### config.mk
export PLATFORM = sky130hd
export DESIGN_NAME = hc595_rx_flat
export DESIGN_NICKNAME = d
export VERILOG_FILES = /design/src/rtl/hc595_pkg.sv /design/src/rtl/hc595_rx_if.sv /design/src/rtl/hc595_rx_sync_edge_det.sv /design/src/rtl/hc595_rx.sv /design/src/flat_wrapper.sv
export SDC_FILE = /design/constraint.sdc
export NUM_CORES = 1
export LEC_CHECK = 0
export CAP_MARGIN = 20
export CELL_PAD_IN_SITES_DETAIL_PLACEMENT = 0
export CELL_PAD_IN_SITES_GLOBAL_PLACEMENT = 1
export CORE_MARGIN = 4
export CORE_UTILIZATION = 43
export DETAILED_ROUTE_END_ITERATION = 10
export PLACE_DENSITY = 0.86
export SKIP_CTS_REPAIR_TIMING = 1
export SLEW_MARGIN = 25
export SYNTH_ARGS = -nofsm -noshare
export SYNTH_HDL_FRONTEND = slang
export SYNTH_SLANG_ARGS = --single-unit
export TNS_END_PERCENT = 1
### constraint.sdc
create_clock -name Clk -period 2.23 [get_ports Clk]
set_input_delay 0.446 -clock Clk [delete_from_list [all_inputs] [get_ports Clk]]
set_output_delay 0.446 -clock Clk [all_outputs]
set_load 0.02 [all_outputs]
### src/rtl/hc595_pkg.sv
// rtl/hc595_pkg.sv - shared types and defaults for the 74HC595-style serial bus
package hc595_pkg;

    typedef enum logic {
        IDLE  = 1'b0,
        SHIFT = 1'b1
    } state_t;

    localparam int DEF_BITS        = 16;
    localparam int DEF_TIMEOUT     = 1024;
    localparam int DEF_SYNC_STAGES = 2;
    // SHCP/STCP high and low times, in Clk cycles, the receiver can resolve
    localparam int MIN_PULSE_CLK   = 3;

endpackage

### src/rtl/hc595_rx_if.sv
// rtl/hc595_rx_if.sv - 3-wire 595 bus pins plus receiver result signals
import hc595_pkg::*;

interface hc595_rx_if #(
    parameter int BITS = DEF_BITS
);
    logic            SHCP;
    logic            STCP;
    logic            DS;
    logic [BITS-1:0] Data_out;
    logic            Data_valid;
    logic            Frame_err;
    logic            Timeout;
    logic            Busy;

    modport master (
        output SHCP, STCP, DS,
        input  Data_out, Data_valid, Frame_err, Timeout, Busy
    );

    modport slave (
        input  SHCP, STCP, DS,
        output Data_out, Data_valid, Frame_err, Timeout, Busy
    );
endinterface

### src/rtl/hc595_rx_sync_edge_det.sv
// rtl/hc595_rx_sync_edge_det.sv - multi-flop pin synchroniser with rising-edge pulse
import hc595_pkg::*;

module sync_edge_det #(
    parameter int STAGES = DEF_SYNC_STAGES
) (
    input  logic i_clk,
    input  logic i_reset_n,
    input  logic i_pin,
    output logic o_level,
    output logic o_rise
);
    logic [STAGES-1:0] r_sync;
    logic              r_prev;

    always_ff @(posedge i_clk or negedge i_reset_n) begin
        if (!i_reset_n) begin
            r_sync <= '0;
            r_prev <= 1'b0;
        end else begin
            r_sync <= {r_sync[STAGES-2:0], i_pin};
            r_prev <= r_sync[STAGES-1];
        end
    end

    assign o_level = r_sync[STAGES-1];
    assign o_rise  = r_sync[STAGES-1] & ~r_prev;
endmodule

### src/rtl/hc595_rx.sv
// rtl/hc595_rx.sv - 595-style serial receiver: shift on SHCP, latch on STCP, frame checks
import hc595_pkg::*;

module hc595_rx #(
    parameter int BITS        = DEF_BITS,
    parameter int TIMEOUT     = DEF_TIMEOUT,
    parameter int SYNC_STAGES = DEF_SYNC_STAGES
) (
    input  logic       Clk,
    input  logic       Reset_n,
    hc595_rx_if.slave  bus
);
    localparam int CNT_W  = $clog2(BITS + 2);
    localparam int IDLE_W = $clog2(TIMEOUT);

    logic w_shcp_rise, w_stcp_rise, w_ds;
    logic w_shcp_level_unused, w_stcp_level_unused, w_ds_rise_unused;

    sync_edge_det #(.STAGES(SYNC_STAGES)) u_sync_shcp (
        .i_clk(Clk), .i_reset_n(Reset_n), .i_pin(bus.SHCP),
        .o_level(w_shcp_level_unused), .o_rise(w_shcp_rise));
    sync_edge_det #(.STAGES(SYNC_STAGES)) u_sync_stcp (
        .i_clk(Clk), .i_reset_n(Reset_n), .i_pin(bus.STCP),
        .o_level(w_stcp_level_unused), .o_rise(w_stcp_rise));
    // DS shares SHCP's depth so the sampled bit lines up with the detected rise
    sync_edge_det #(.STAGES(SYNC_STAGES)) u_sync_ds (
        .i_clk(Clk), .i_reset_n(Reset_n), .i_pin(bus.DS),
        .o_level(w_ds), .o_rise(w_ds_rise_unused));

    state_t              r_state, w_state_nxt;
    logic [BITS-1:0]     r_shift_reg, w_shift_nxt;
    logic [CNT_W-1:0]    r_bit_cnt, w_bit_cnt_nxt;
    logic [IDLE_W-1:0]   r_idle_cnt, w_idle_nxt;
    logic [BITS-1:0]     r_data_out, w_data_out_nxt;
    logic                r_data_valid, w_dv_nxt;
    logic                r_frame_err, w_ferr_nxt;
    logic                r_timeout, w_to_nxt;

    always_ff @(posedge Clk or negedge Reset_n) begin
        if (!Reset_n) begin
            r_state      <= IDLE;
            r_shift_reg  <= '0;
            r_bit_cnt    <= '0;
            r_idle_cnt   <= '0;
            r_data_out   <= '0;
            r_data_valid <= 1'b0;
            r_frame_err  <= 1'b0;
            r_timeout    <= 1'b0;
        end else begin
            r_state      <= w_state_nxt;
            r_shift_reg  <= w_shift_nxt;
            r_bit_cnt    <= w_bit_cnt_nxt;
            r_idle_cnt   <= w_idle_nxt;
            r_data_out   <= w_data_out_nxt;
            r_data_valid <= w_dv_nxt;
            r_frame_err  <= w_ferr_nxt;
            r_timeout    <= w_to_nxt;
        end
    end

    always_comb begin
        w_state_nxt    = r_state;
        w_shift_nxt    = r_shift_reg;
        w_bit_cnt_nxt  = r_bit_cnt;
        w_idle_nxt     = r_idle_cnt;
        w_data_out_nxt = r_data_out;
        w_dv_nxt       = 1'b0;
        w_ferr_nxt     = r_frame_err;
        w_to_nxt       = 1'b0;

        if (w_shcp_rise)
            w_shift_nxt = {r_shift_reg[BITS-2:0], w_ds};

        case (r_state)
            IDLE: begin
                w_idle_nxt = '0;
                if (w_stcp_rise) begin
                    w_data_out_nxt = r_shift_reg;
                    w_dv_nxt       = 1'b1;
                    w_ferr_nxt     = 1'b1;
                end
                if (w_shcp_rise) begin
                    w_bit_cnt_nxt = CNT_W'(1);
                    w_state_nxt   = SHIFT;
                end
            end
            SHIFT: begin
                if (w_shcp_rise) begin
                    w_idle_nxt = '0;
                    if (r_bit_cnt != CNT_W'(BITS + 1))
                        w_bit_cnt_nxt = r_bit_cnt + CNT_W'(1);
                end else begin
                    w_idle_nxt = r_idle_cnt + IDLE_W'(1);
                end
                // A latch on the same cycle as a shift reports the pre-shift frame; the new bit opens the next one
                if (w_stcp_rise) begin
                    w_data_out_nxt = r_shift_reg;
                    w_dv_nxt       = 1'b1;
                    w_ferr_nxt     = (r_bit_cnt != CNT_W'(BITS));
                    w_idle_nxt     = '0;
                    w_bit_cnt_nxt  = w_shcp_rise ? CNT_W'(1) : '0;
                    w_state_nxt    = w_shcp_rise ? SHIFT : IDLE;
                end else if (!w_shcp_rise && r_idle_cnt == IDLE_W'(TIMEOUT - 1)) begin
                    w_to_nxt      = 1'b1;
                    w_idle_nxt    = '0;
                    w_bit_cnt_nxt = '0;
                    w_state_nxt   = IDLE;
                end
            end
            default: w_state_nxt = IDLE;
        endcase
    end

    assign bus.Data_out   = r_data_out;
    assign bus.Data_valid = r_data_valid;
    assign bus.Frame_err  = r_frame_err;
    assign bus.Timeout    = r_timeout;
    assign bus.Busy       = (r_state == SHIFT);
endmodule

### src/flat_wrapper.sv
// flat-port wrapper written by rule: the top's interface ports become plain ports
module hc595_rx_flat 
#(
    parameter int BITS        = DEF_BITS,
    parameter int TIMEOUT     = DEF_TIMEOUT,
    parameter int SYNC_STAGES = DEF_SYNC_STAGES
)
  (Clk, Reset_n, bus_SHCP, bus_STCP, bus_DS, bus_Data_out, bus_Data_valid, bus_Frame_err, bus_Timeout, bus_Busy);
  hc595_rx_if #(.BITS(BITS)) bus_i ();
  input  logic Clk;
  input  logic Reset_n;
  input wire logic [$bits(bus_i.SHCP)-1:0] bus_SHCP;
  input wire logic [$bits(bus_i.STCP)-1:0] bus_STCP;
  input wire logic [$bits(bus_i.DS)-1:0] bus_DS;
  output wire logic [$bits(bus_i.Data_out)-1:0] bus_Data_out;
  output wire logic [$bits(bus_i.Data_valid)-1:0] bus_Data_valid;
  output wire logic [$bits(bus_i.Frame_err)-1:0] bus_Frame_err;
  output wire logic [$bits(bus_i.Timeout)-1:0] bus_Timeout;
  output wire logic [$bits(bus_i.Busy)-1:0] bus_Busy;
  assign bus_i.SHCP = bus_SHCP;
  assign bus_i.STCP = bus_STCP;
  assign bus_i.DS = bus_DS;
  assign bus_Data_out = bus_i.Data_out;
  assign bus_Data_valid = bus_i.Data_valid;
  assign bus_Frame_err = bus_i.Frame_err;
  assign bus_Timeout = bus_i.Timeout;
  assign bus_Busy = bus_i.Busy;
  hc595_rx #(.BITS(BITS), .TIMEOUT(TIMEOUT), .SYNC_STAGES(SYNC_STAGES)) u_core (.Clk(Clk), .Reset_n(Reset_n), .bus(bus_i));
endmodule
==> flow_summary_export.csv, run 1 <==
group,metric,value,unit
detailed_routing,vias,1659,
placed_design,portBuffers,24,
worst_setup_path,path_class,"flop to primary output",
power_and_ir_drop,powerDensity,903,nW/µm²
global_routing,grt_max_degree,60,
worst_setup_path,cp-start-kind,"flop",
worst_setup_path,r2r_cells,5,
cells_and_area,drive_gt1_frac,0.0866,
worst_setup_path,r2r_slack,430,ps
worst_setup_path,slowest_stage,"clkdlybuf4s50_1",
detailed_routing,vias_per_cell,4.78,
global_routing,grt_pass1_wl,7.58,mm
worst_setup_path,cp.depth,1,
global_routing,overflow,0,
worst_setup_path,reg2reg_from,"u_core.r_idle_cnt[0]$_DFF_PN0_",
detailed_routing,drc_errors,0,
yosys,yosysWarnings,0,
worst_setup_path,r2r_end,"u_core.r_bit_cnt[1]$_DFFE_PN0P_",
cells_and_area,fin_nets,281,
cts,worstSkewPairLatency,330,ps
yosys,synth_area_leaders,"dfrtp_1 62%, nand2_1 16%, ha_1 2.1%",
sta,slew_headroom,0.591,
yosys,yosysTopAreaCellShare,0.618,
detailed_routing,drt-met1-wl,2.03,mm
global_routing,track_usage,0.148,
worst_setup_path,cp.arrival,1440,ps
floorplan,die-area,6810,µm²
placed_design,hpwl,2.73,mm
placed_design,place_ws,435,ps
placed_design,dp_cells,331,
yosys,synth_seq_area_share,0.618,
cells_and_area,layout_common_cells,"104 x nand2_1, 59 x dfrtp_1, 23 x clkdlybuf4s50_1",
power_and_ir_drop,p_leak,1.43,nW
worst_setup_path,slowest_delay,650,ps
yosys,async_flop_share,1.00,
cts,clk_transition_reported_paths,60,ps
cells_and_area,layout_commonest_cell,"nand2_1",
cells_and_area,num-fill-cells,480,
detailed_routing,firstDrtPassIters,4,
cts,cts_buffer_depth,2,
worst_setup_path,path_buf_inv,1,
yosys,synthFlopType,"dfrtp_1",
detailed_routing,top_layer_used,"met4",
sta,worst_slack,345,ps
sta,finalCriticalPeriod,1880,ps
cts,clkSinkCount,59,
yosys,ys_seq_elements,59,
sta,setup_tns,0,ps
yosys,synth_top_area_cell,"dfrtp_1",
detailed_routing,routed-wl-met3,170,µm
cts,cts_tree,"done",
sta,setup_violations,0,
detailed_routing,finalWirelength,4.21,mm
sta,max_slew.worst_pin.slew,613,ps
sta,rsz0062_at_grt,"false",
yosys,syn_area_per_cell,9.88,µm²
worst_setup_path,required,1780,ps
flow_run,cap_violations,0,
floorplan,fp.dieW,82.6,µm
sta,fin_skew,7.11,ps
detailed_routing,avgRoutedWirePerCell,12.1,µm
placed_design,globalplace.congestion,0.770,
cts,cts_buffers,9,
floorplan,ios,25,
cts,htreeDepth,3,
detailed_routing,drt_iter0_drc,96,
cts,clock_tree.root_cell,"clkbuf_8",
worst_setup_path,crit_chain,"clkdlybuf4s50_1",
detailed_routing,antenna_left,0,
cells_and_area,syn2layout_area_growth,21.3,%
floorplan,core,5240,µm²
global_routing,grt_pass1_vias,1712,
cells_and_area,fin_cells,347,
worst_setup_path,crit_fanout,6,
sta,fin_crit_sh,0.845,
floorplan,start_util,0.456,
yosys,netlist_instances,242,
yosys,synthDistinctLibCells,30,
yosys,synth.net_count,251,
worst_setup_path,endpoint_kind,"primary output",
sta,final-hold-violation-count,0,
power_and_ir_drop,peakVddDrop,0.429,mV
floorplan,num_rows,26,
sta,timing.fmax,531,MHz
detailed_routing,wl_met2,1.94,mm
yosys,syn_area,2390,µm²
cells_and_area,antenna_cells,0,
worst_hold_path,worstHoldPathType,"input port to async pin",
yosys,synth_edf_count,0,
worst_setup_path,crit_family,"buffers and inverters",
sta,slew_viol_final,0,
global_routing,antenna_found_initial,0,
sta,fin_hold_ws,109,ps
floorplan,dieHeight,82.6,µm
run_status,status,"finished clean",
==> logic make-up (layout without fill, tap and decap cells) <==
kind of cell	Yosys count	in the layout	synth area share
simple gates	143	143	0.259
flops	59	59	0.618
buf+inv	15	50	0.0262
compound gates	11	11	0.0361
xor+xnor	8	8	0.0293
fa+ha+maj	4	4	0.0209
mux	2	2	0.0105
==> layer usage <==
layer,global-route usage,up-vias
li1,-,838
met1,0.194,788
met2,0.227,25
met3,0.0401,8
met4,0.0735,0
met5,0,-
==> power by group <==
part           internal (mW)  leakage (nW)  switching (mW)
Sequential              1.22         0.775           0.119
Combinational          0.209         0.571           0.237
Clock                  0.430        0.0843           0.406
Total                   1.86          1.43           0.761
==> cell type report <==
| type | instances | area [µm²] | share of cell area |
|---|---|---|---|
| clock buffer | 10 | 138 | 0.0475 |
| clock inverter | 6 | 41.3 | 0.0142 |
| inverter | 5 | 18.8 | 0.00648 |
| multi-input combinational | 168 | 851 | 0.294 |
| sequential | 59 | 1480 | 0.510 |
| tap | 70 | 87.6 | 0.0302 |
| timing repair buffer | 29 | 285 | 0.0984 |
==> stage by stage <==
stage / area, µm² / total power [mW] / util
after floorplan: 2390 / 1.59 / -
after global placement: 2720 / 1.79 / 0.519
after detailed placement: 2720 / 1.81 / 0.519
after CTS: 2900 / 2.67 / 0.553
after global routing: 2900 / 2.78 / 0.553
final: 2900 / 2.62 / 0.553
==> Yosys cell counts, types with 2 or more instances <==
cell / instances
ha_1: 4
nor3_1: 6
nand2b_1: 2
nor4_1: 3
nor2_1: 12
clkbuf_1: 4
nand4_1: 4
nor2b_1: 2
inv_1: 5
xnor2_1: 4
nand3_1: 5
o21ai_0: 2
xor2_1: 4
dfrtp_1: 59
a211o_1: 4
nand2_1: 104
buf_2: 5
==> worst max path at each step <==
stage / from / end / slack, ps
global route: u_core.r_idle_cnt[0]$_DFF_PN0_ / u_core.r_bit_cnt[1]$_DFFE_PN0P_ / 260
detailed placement: u_core.r_idle_cnt[0]$_DFF_PN0_ / u_core.r_bit_cnt[1]$_DFFE_PN0P_ / 440
finish: u_core.bus.Busy$_DFF_PN0_ / bus_Busy / 350
global placement: u_core.r_idle_cnt[0]$_DFF_PN0_ / u_core.r_bit_cnt[1]$_DFFE_PN0P_ / 510
CTS: u_core.bus.Busy$_DFF_PN0_ / bus_Busy / 320
floorplan: u_core.r_idle_cnt[0]$_DFF_PN0_ / u_core.r_bit_cnt[1]$_DFFE_PN0P_ / 620
Power figures use the tool's default switching activity.
==> run 2, diff against run 1 <==
- clock period: 2.23 -> 1.92 ns (I/O delays scaled with it)
==> run 2 against run 1 <==
Largest cell class unchanged. Combinational power is 17% higher. Critical endpoint unchanged. Global-route usage is 0.63 points higher. Highest routed layer unchanged. Critical path depth stayed put. Sequential power is 16% higher. Sequential share of layout area is 1.3 points lower. Total power is 28% higher. Clock power is 53% higher.
==> flow_summary_export.csv, run 2 (same netlist as run 1, synthesis figures left out) <==
group,metric,value,unit
run_status,status,"finished clean",
detailed_routing,finalWirelength,4.39,mm
worst_setup_path,crit_chain,"clkdlybuf4s50_1",
detailed_routing,antenna_left,0,
placed_design,dp_cells,333,
floorplan,start_util,0.456,
power_and_ir_drop,switching_share,0.267,
worst_setup_path,crit_fanout,6,
cts,cts_buffer_depth,2,
worst_hold_path,worstHoldPathType,"flop to flop",
cells_and_area,layout_commonest_cell,"nand2_1",
cts,htreeDepth,3,
cells_and_area,num-fill-cells,465,
cells_and_area,multiInputGateArea,851,µm²
sta,fin_crit_sh,0.957,
floorplan,num_rows,26,
global_routing,grt_pass1_wl,7.67,mm
sta,max_slew.worst_pin.slew,575,ps
sta,slew_headroom,0.616,
cts,clk_transition_reported_paths,70,ps
sta,setup_tns,0,ps
sta,rsz0062_at_grt,"false",
floorplan,ios,25,
floorplan,core,5240,µm²
worst_setup_path,cp-start-kind,"flop",
sta,finalCriticalPeriod,1840,ps
global_routing,use_met3,0.0618,
detailed_routing,drt_iter0_drc,121,
sta,slew_viol_final,0,
worst_setup_path,endpoint_kind,"primary output",
cells_and_area,ff_latch_area,1480,µm²
detailed_routing,firstDrtPassIters,4,
detailed_routing,vias_per_cell,4.75,
cells_and_area,drive_gt1_frac,0.0893,
cts,worstSkewPairLatency,340,ps
sta,setup_violations,0,
power_and_ir_drop,p_comb_frac,0.155,
floorplan,dieHeight,82.6,µm
power_and_ir_drop,powerDensity,1130,nW/µm²
global_routing,overflow,0,
worst_setup_path,path_class,"flop to primary output",
floorplan,fp.dieW,82.6,µm
cells_and_area,syn2layout_area_growth,24.3,%
power_and_ir_drop,clock_power_share,0.382,
sta,final-hold-violation-count,0,
global_routing,grt_pass1_vias,1682,
cells_and_area,antenna_cells,0,
cells_and_area,fin_nets,284,
power_and_ir_drop,power.switching,0.894,mW
flow_run,cap_violations,0,
power_and_ir_drop,p_int,2.46,mW
global_routing,track_usage,0.154,
worst_setup_path,cp.arrival,1450,ps
cells_and_area,layout_common_cells,"104 x nand2_1, 59 x dfrtp_1, 23 x clkdlybuf4s50_1",
power_and_ir_drop,p_leak,1.47,nW
worst_setup_path,crit_family,"buffers and inverters",
cells_and_area,fin_cells,350,
power_and_ir_drop,p_seq_frac,0.462,
global_routing,grt_use_met2,0.234,
worst_setup_path,path_buf_inv,1,
cts,clock_tree.root_cell,"clkbuf_8",
global_routing,antenna_found_initial,0,
cts,cts_buffers,9,
sta,fin_skew,7.17,ps
global_routing,met1_usage,0.192,
worst_setup_path,slowest_stage,"clkdlybuf4s50_1",
worst_setup_path,slowest_delay,650,ps
floorplan,die-area,6810,µm²
sta,timing.fmax,544,MHz
cts,clkSinkCount,59,
detailed_routing,drc_errors,0,
detailed_routing,avgRoutedWirePerCell,12.5,µm
cts,cts_tree,"done",
global_routing,grt_max_degree,30,
detailed_routing,vias,1662,
worst_setup_path,required,1540,ps
global_routing,grt.busiest_layer,"met2",
placed_design,globalplace.congestion,0.756,
placed_design,hpwl,2.85,mm
placed_design,portBuffers,24,
power_and_ir_drop,peakVddDrop,0.554,mV
-- run 2: routing by layer --
metal,part of all wire,vias to the layer above,wire [µm]
li1,-,846,-
met1,0.47,777,2060
met2,0.46,31,2020
met3,0.049,8,216
met4,0.021,0,92
met5,0,-,0
-- run 2: worst reg2reg max path, stage by stage (launching register included) --
cell and delay (ps):
dfrtp_1 380, ha_1 230, and4_1 220, nand4_1 140
o211a_1 320, mux2_4 310
-- run 2: cell type report --
type	instances	share of cell area
clock buffers	12	0.0522
clock inverters	4	0.0244
inverters	5	0.00632
multi-input cells	168	0.286
flip-flops and latches	59	0.497
well taps	70	0.0295
repair buffers	32	0.104
-- run 2: stage by stage --
stage | total power, mW | util | setup WS (ps) | area [µm²] | hold WS, ps
finish | 3.35 | 0.567 | 83.1 | 2970 | 349
global route | 3.53 | 0.567 | 13.1 | 2970 | 355
CTS | 3.39 | 0.565 | 59.0 | 2960 | -74.1
detailed placement | 2.10 | 0.522 | 162 | 2730 | 297
global placement | 2.08 | 0.522 | 194 | 2730 | 290
floorplan | 1.85 | - | 310 | 2390 | 88.4
-- run 2: worst paths after layout --
kind | start | end | slack (ps) | cells past startpoint
setup reg to reg | u_core.r_idle_cnt[0]$_DFF_PN0_ | u_core.r_bit_cnt[1]$_DFFE_PN0P_ | 200 | 5
hold reg to reg | u_core.u_sync_ds.r_sync[0]$_DFF_PN0_ | u_core.u_sync_ds.r_sync[1]$_DFF_PN0_ | 350 | 0
setup / recovery | u_core.bus.Busy$_DFF_PN0_ | bus_Busy | 80 | 1
min in group asynchronous | Reset_n | u_core.r_shift_reg[14]$_DFFE_PN0P_ | 490 | 2
max in group asynchronous | Reset_n | u_core.r_shift_reg[4]$_DFFE_PN0P_ | 880 | 3
hold / removal | u_core.u_sync_ds.r_sync[0]$_DFF_PN0_ | u_core.u_sync_ds.r_sync[1]$_DFF_PN0_ | 350 | 0
-- run 2: power groups by stage --
stage / logic [mW] / registers [mW] / clock network (mW)
CTS: 0.530 / 1.55 / 1.31
global placement: 0.515 / 1.57 / 0
finish: 0.521 / 1.55 / 1.28
detailed placement: 0.528 / 1.57 / 0
floorplan: 0.227 / 1.62 / 0
global route: 0.582 / 1.57 / 1.38
